==> src/rtl/output_display.sv <==
// output_display: captures a bus byte on load, converts it to BCD with a sequential
// double-dabble and shows it on a 4-digit multiplexed 7-segment display.
// Optional two's-complement display is enabled by defining OUTPUT_SIGNED_EN.
module output_display #(
  parameter int REFRESH_DIV   = 1024,
  parameter bit BLANK_LEADING = 1'b1
) (
  input  logic       clk,
  input  logic       clear,
  input  logic       load,
  input  logic [7:0] bus,
`ifdef OUTPUT_SIGNED_EN
  input  logic       signed_mode,
`endif
  output logic [7:0] value,
  output logic       busy,
  output logic [6:0] seg,
  output logic [3:0] digit_sel
);

  localparam int CW = $clog2(REFRESH_DIV);

  typedef enum logic [1:0] {
    IDLE   = 2'd0,
    SHIFT  = 2'd1,
    COMMIT = 2'd2
  } state_t;

  state_t          state_r, state_s;
  logic [19:0]     shift_r, shift_s, adj_s;
  logic [2:0]      iter_r, iter_s;
  logic            sign_pend_r, sign_pend_s;
  logic            commit_s;
  logic            neg_s;
  logic [7:0]      mag_s;
  logic [7:0]      value_r;
  logic [3:0]      hund_r, tens_r, ones_r;
  logic            sign_r;
  logic [CW-1:0]   refresh_r;
  logic [3:0]      digit_sel_r;

  function automatic logic [3:0] dabble(input logic [3:0] n);
    if (n >= 4'd5) return n + 4'd3;
    else           return n;
  endfunction

  function automatic logic [6:0] seg_code(input logic [3:0] d);
    case (d)
      4'd0:    return 7'h3F;
      4'd1:    return 7'h06;
      4'd2:    return 7'h5B;
      4'd3:    return 7'h4F;
      4'd4:    return 7'h66;
      4'd5:    return 7'h6D;
      4'd6:    return 7'h7D;
      4'd7:    return 7'h07;
      4'd8:    return 7'h7F;
      4'd9:    return 7'h6F;
      default: return 7'h00;
    endcase
  endfunction

`ifdef OUTPUT_SIGNED_EN
  assign neg_s = signed_mode & bus[7];
`else
  assign neg_s = 1'b0;
`endif
  // 0x80 negates to itself, which reads correctly as 128 unsigned
  assign mag_s = neg_s ? (~bus + 8'd1) : bus;

  assign adj_s = {dabble(shift_r[19:16]), dabble(shift_r[15:12]),
                  dabble(shift_r[11:8]), shift_r[7:0]};

  // Next-state logic; a load restarts the conversion from any state
  always_comb begin
    state_s     = state_r;
    shift_s     = shift_r;
    iter_s      = iter_r;
    sign_pend_s = sign_pend_r;
    commit_s    = 1'b0;
    if (load) begin
      state_s     = SHIFT;
      shift_s     = {12'd0, mag_s};
      iter_s      = 3'd0;
      sign_pend_s = neg_s;
    end else begin
      case (state_r)
        IDLE: state_s = IDLE;
        SHIFT: begin
          shift_s = adj_s << 1;
          iter_s  = iter_r + 3'd1;
          if (iter_r == 3'd7) state_s = COMMIT;
          else                state_s = SHIFT;
        end
        COMMIT: begin
          commit_s = 1'b1;
          state_s  = IDLE;
        end
        default: state_s = IDLE;
      endcase
    end
  end

  // Conversion state, captured byte and committed display registers
  always_ff @(posedge clk or posedge clear) begin
    if (clear) begin
      state_r     <= IDLE;
      shift_r     <= 20'd0;
      iter_r      <= 3'd0;
      sign_pend_r <= 1'b0;
      value_r     <= 8'd0;
      hund_r      <= 4'd0;
      tens_r      <= 4'd0;
      ones_r      <= 4'd0;
      sign_r      <= 1'b0;
    end else begin
      state_r     <= state_s;
      shift_r     <= shift_s;
      iter_r      <= iter_s;
      sign_pend_r <= sign_pend_s;
      if (load) value_r <= bus;
      if (commit_s) begin
        hund_r <= shift_r[19:16];
        tens_r <= shift_r[15:12];
        ones_r <= shift_r[11:8];
        sign_r <= sign_pend_r;
      end
    end
  end

  // Digit multiplex timer, free-running regardless of conversion state
  always_ff @(posedge clk or posedge clear) begin
    if (clear) begin
      refresh_r   <= '0;
      digit_sel_r <= 4'b0001;
    end else if (refresh_r == CW'(REFRESH_DIV - 1)) begin
      refresh_r   <= '0;
      digit_sel_r <= {digit_sel_r[2:0], digit_sel_r[3]};
    end else begin
      refresh_r   <= refresh_r + CW'(1);
    end
  end

  // Segment pattern for the currently selected digit
  always_comb begin
    seg = 7'h00;
    case (digit_sel_r)
      4'b0001: seg = seg_code(ones_r);
      4'b0010: begin
        if (BLANK_LEADING && hund_r == 4'd0 && tens_r == 4'd0) seg = 7'h00;
        else                                                  seg = seg_code(tens_r);
      end
      4'b0100: begin
        if (BLANK_LEADING && hund_r == 4'd0) seg = 7'h00;
        else                                 seg = seg_code(hund_r);
      end
      4'b1000: begin
        if (sign_r) seg = 7'h40;
        else        seg = 7'h00;
      end
      default: seg = 7'h00;
    endcase
  end

  assign value     = value_r;
  assign busy      = (state_r != IDLE);
  assign digit_sel = digit_sel_r;

endmodule

==> config.mk <==
export PLATFORM = sky130hd
export DESIGN_NAME = output_display
export DESIGN_NICKNAME = d
export VERILOG_FILES = /design/src/rtl/output_display.sv
export SDC_FILE = /design/constraint.sdc
export NUM_CORES = 1
export LEC_CHECK = 0
export CORE_ASPECT_RATIO = 0.75
export CORE_UTILIZATION = 50
export DETAILED_ROUTE_END_ITERATION = 10
export GPL_ROUTABILITY_DRIVEN = 0
export PLACE_DENSITY_LB_ADDON = 0.2
export SKIP_CTS_REPAIR_TIMING = 1
export SYNTH_ARGS = -nofsm -noshare
export SYNTH_HDL_FRONTEND = slang
export SYNTH_SLANG_ARGS = --single-unit
export TNS_END_PERCENT = 30
==> constraint.sdc <==
create_clock -name clk -period 4 [get_ports clk]
set_clock_uncertainty 0.1 [all_clocks]
set_input_delay 0.8 -clock clk [delete_from_list [all_inputs] [get_ports clk]]
set_output_delay 0.8 -clock clk [all_outputs]
set_load 0.01 [all_outputs]
==> flow_summary.json <==
{
  "crit_required_ns": 3.10,
  "wl_met2_mm": 2.71,
  "max_stage_delay_ns": 0.74,
  "critPathLaunchType": "register",
  "fin_crit_sh": 0.885,
  "p_per_area_nw_per_um2": 345,
  "intPower_w": 0.00102,
  "wirelength_mm": 5.98,
  "cts.clk_slew.worst_paths_ns": 0.07,
  "drt_iter0_drc": 141,
  "die_w_um": 95.2,
  "layout_min_cycle_time_ns": 3.54,
  "slew_headroom": 0.394,
  "whs_ns": 0.376,
  "p_seq_frac": 0.479,
  "clock_latency_ns": 0.33,
  "crit_slowest_cell": "nor4b_1",
  "yosys_warnings": 0,
  "yosys-top-cells-area": "dfrtp_1 (45%), ha_1 (9.2%), o21ai_0 (6.6%)",
  "maxSlewViolCount": 0,
  "place_hpwl_mm": 4.17,
  "synthesis.nets": 371,
  "antenna_cells": 0,
  "synth_flop_cell": "dfrtp_1",
  "grt_pass1_vias": 2177,
  "rsz0062_at_grt": "no",
  "tns_ns": 0,
  "worst_pin_slew_ns": 0.896,
  "core_um2": 6290,
  "cts_sinks": 59,
  "dpl_cell_area_um2": 3630,
  "p_sw_w": 0.000309,
  "worst-path-buf-inv": 1,
  "final_antenna_net_count": 0,
  "io_buffers": 30,
  "ys_types": 42,
  "synthCells": 336,
  "wl_per_cell_um": 13.3,
  "async_reset_ff_frac": 1.00,
  "htree_levels": 3,
  "worstSetupEndpointType": "primary output",
  "ys_seq_area_frac": 0.453,
  "comb_power_share": 0.073,
  "worst-endpoint-arrival_ns": 2.64,
  "dp_slack_ns": 0.842,
  "min_path_type": "reg2reg",
  "critPathMaxFanout": 7,
  "yosysTopAreaCellShare": 0.445,
  "dr.max_layer_used": "met4",
  "yosys.area.top_type": "dfrtp_1",
  "cts_tree": "done",
  "synthToLayoutAreaGrowth_pct": 17.9,
  "setup_slack_ns": 0.462,
  "initial_core_util": 0.518,
  "vias": 2384,
  "stdcell_area_um2": 3840,
  "hold_viol": 0,
  "chipHeight_um": 71.9,
  "dr_wl_met3_um": 261,
  "fmax_mhz": 283,
  "peakVddDrop_mv": 0.297,
  "drt-met1-wl_mm": 2.96,
  "yosys_register_bits": 59,
  "die-area_um2": 6850,
  "fill_cells": 542,
  "status": "finished clean",
  "clockBufferDepth": 2,
  "grt-ovfl-total": 0,
  "ioPinCount": 31,
  "critPathKind": "reg2out",
  "drive_gt1_frac": 0.119,
  "syn_area_per_cell_um2": 9.70,
  "syn_area_um2": 3260,
  "fp-row-count": 25,
  "antenna_found_initial": 0,
  "final_nets": 400,
  "leakagePower_nw": 1.76,
  "cp_top_family": "simple AND/OR/NAND/NOR gates",
  "grt_max_degree": 43,
  "grt_pass1_wl_mm": 10.4,
  "drc": 0,
  "grt_usage": 0.201,
  "ctsRootBufferMaster": "clkbuf_8",
  "clockPowerShare": 0.448,
  "path_cells": "nor4b_1, o21ai_0, o221ai_1, clkdlybuf4s50_1",
  "yosysMostFrequentCell": "dfrtp_1",
  "setup_violations": 0,
  "swShare": 0.233,
  "firstDrtPassIters": 4,
  "vias_per_cell": 5.29,
  "drv_cap": 0,
  "cts_buffers": 9,
  "synth-edff-count": 0,
  "yosys-top-cells-count": "dfrtp_1 (58), o21ai_0 (43), nand2_1 (28), ha_1 (24), inv_1 (24)"
}
==> metal layers <==
layer	track usage	vias up
met5	0	-
met4	0.0589	0
met3	0.0723	5
met2	0.294	45
met1	0.281	1130
li1	-	1204
==> worst min-delay path, delay by kind of cell (launching register included) <==
kind            cells  cell delay, ns
compound gates      1            0.06
flops               1            0.34
simple gates        1            0.05
==> cells in the final DEF, fill, tap and decap left out, types with 5 or more instances in the layout <==
| cell | count |
|---|---|
| mux2i_1 | 7 |
| xor2_1 | 7 |
| xnor2_1 | 5 |
| nor2_1 | 17 |
| inv_1 | 23 |
| o21ai_0 | 43 |
| nand3_1 | 5 |
| ha_1 | 24 |
| a21oi_1 | 21 |
| clkdlybuf4s50_1 | 30 |
| clkbuf_8 | 9 |
| nor2b_1 | 6 |
| mux2_2 | 15 |
| dfrtp_1 | 58 |
| nand2b_1 | 15 |
| nand2_1 | 28 |
==> worst paths after layout <==
| path | endpoint | from | slack (ns) | depth (start not counted) |
|---|---|---|---|---|
| max | seg[0] | digit_sel[0] | 0.46 | 4 |
| min | hund_r[1] | shift_r[17] | 0.38 | 2 |
| max reg2reg | digit_sel[3] | refresh_r[0] | 1.93 | 5 |
| min reg2reg | hund_r[1] | shift_r[17] | 0.38 | 2 |
| max in group asynchronous | digit_sel[0] | clear | 2.27 | 3 |
| min in group asynchronous | value[3] | clear | 0.69 | 2 |
==> power by group through the flow <==
stage / Clock (W) / Sequential (W) / Combinational (W)
finish: 0.000594 / 0.000636 / 0.0000965
global placement: 0 / 0.000646 / 0.0000957
global route: 0.000637 / 0.000639 / 0.000112
CTS: 0.000610 / 0.000636 / 0.0000990
detailed placement: 0 / 0.000646 / 0.0000985
floorplan: 0 / 0.000646 / 0.0000555
==> cells by family (layout without fill, tap and decap cells) <==
kind of cell,count (synthesis),after routing,share of synthesized area
flip-flops,59,59,0.453
AND/OR/NAND/NOR,98,98,0.160
adder cells (fa/ha/maj),24,24,0.0921
XOR/XNOR,12,12,0.0322
multiplexers,22,22,0.0733
AO/OA/AOI/OAI,81,81,0.141
buffers and inverters,40,74,0.0476
==> registers in the layout, indices dropped and copies added, names as in the netlist <==
| signal | count |
|---|---|
| shift_r | 20 |
| refresh_r | 10 |
| iter_r | 3 |
| hund_r | 4 |
| ones_r | 4 |
| value | 8 |
| state_r | 2 |
| tens_r | 4 |
| digit_sel | 4 |
==> metrics by stage <==
| stage | util | instances | power, W |
|---|---|---|---|
| final | 0.611 | 451 | 0.00133 |
| after detailed placement | 0.577 | 435 | 0.000745 |
| after global placement | 0.577 | 435 | 0.000741 |
| after floorplan | - | 336 | 0.000701 |
| after global routing | 0.611 | 451 | 0.00139 |
| after CTS | 0.611 | 451 | 0.00134 |
==> layout make-up <==
class | count | area (µm²) | area share
Multi-Input combinational cell | 237 | 1630 | 0.423
Sequential cell | 59 | 1480 | 0.384
Timing Repair Buffer | 34 | 330 | 0.0859
Clock buffer | 10 | 128 | 0.0332
Tap cell | 81 | 101 | 0.0264
Clock inverter | 6 | 90.1 | 0.0234
Inverter | 24 | 90.1 | 0.0234
No activity file was read; power rests on OpenSTA's default activity.
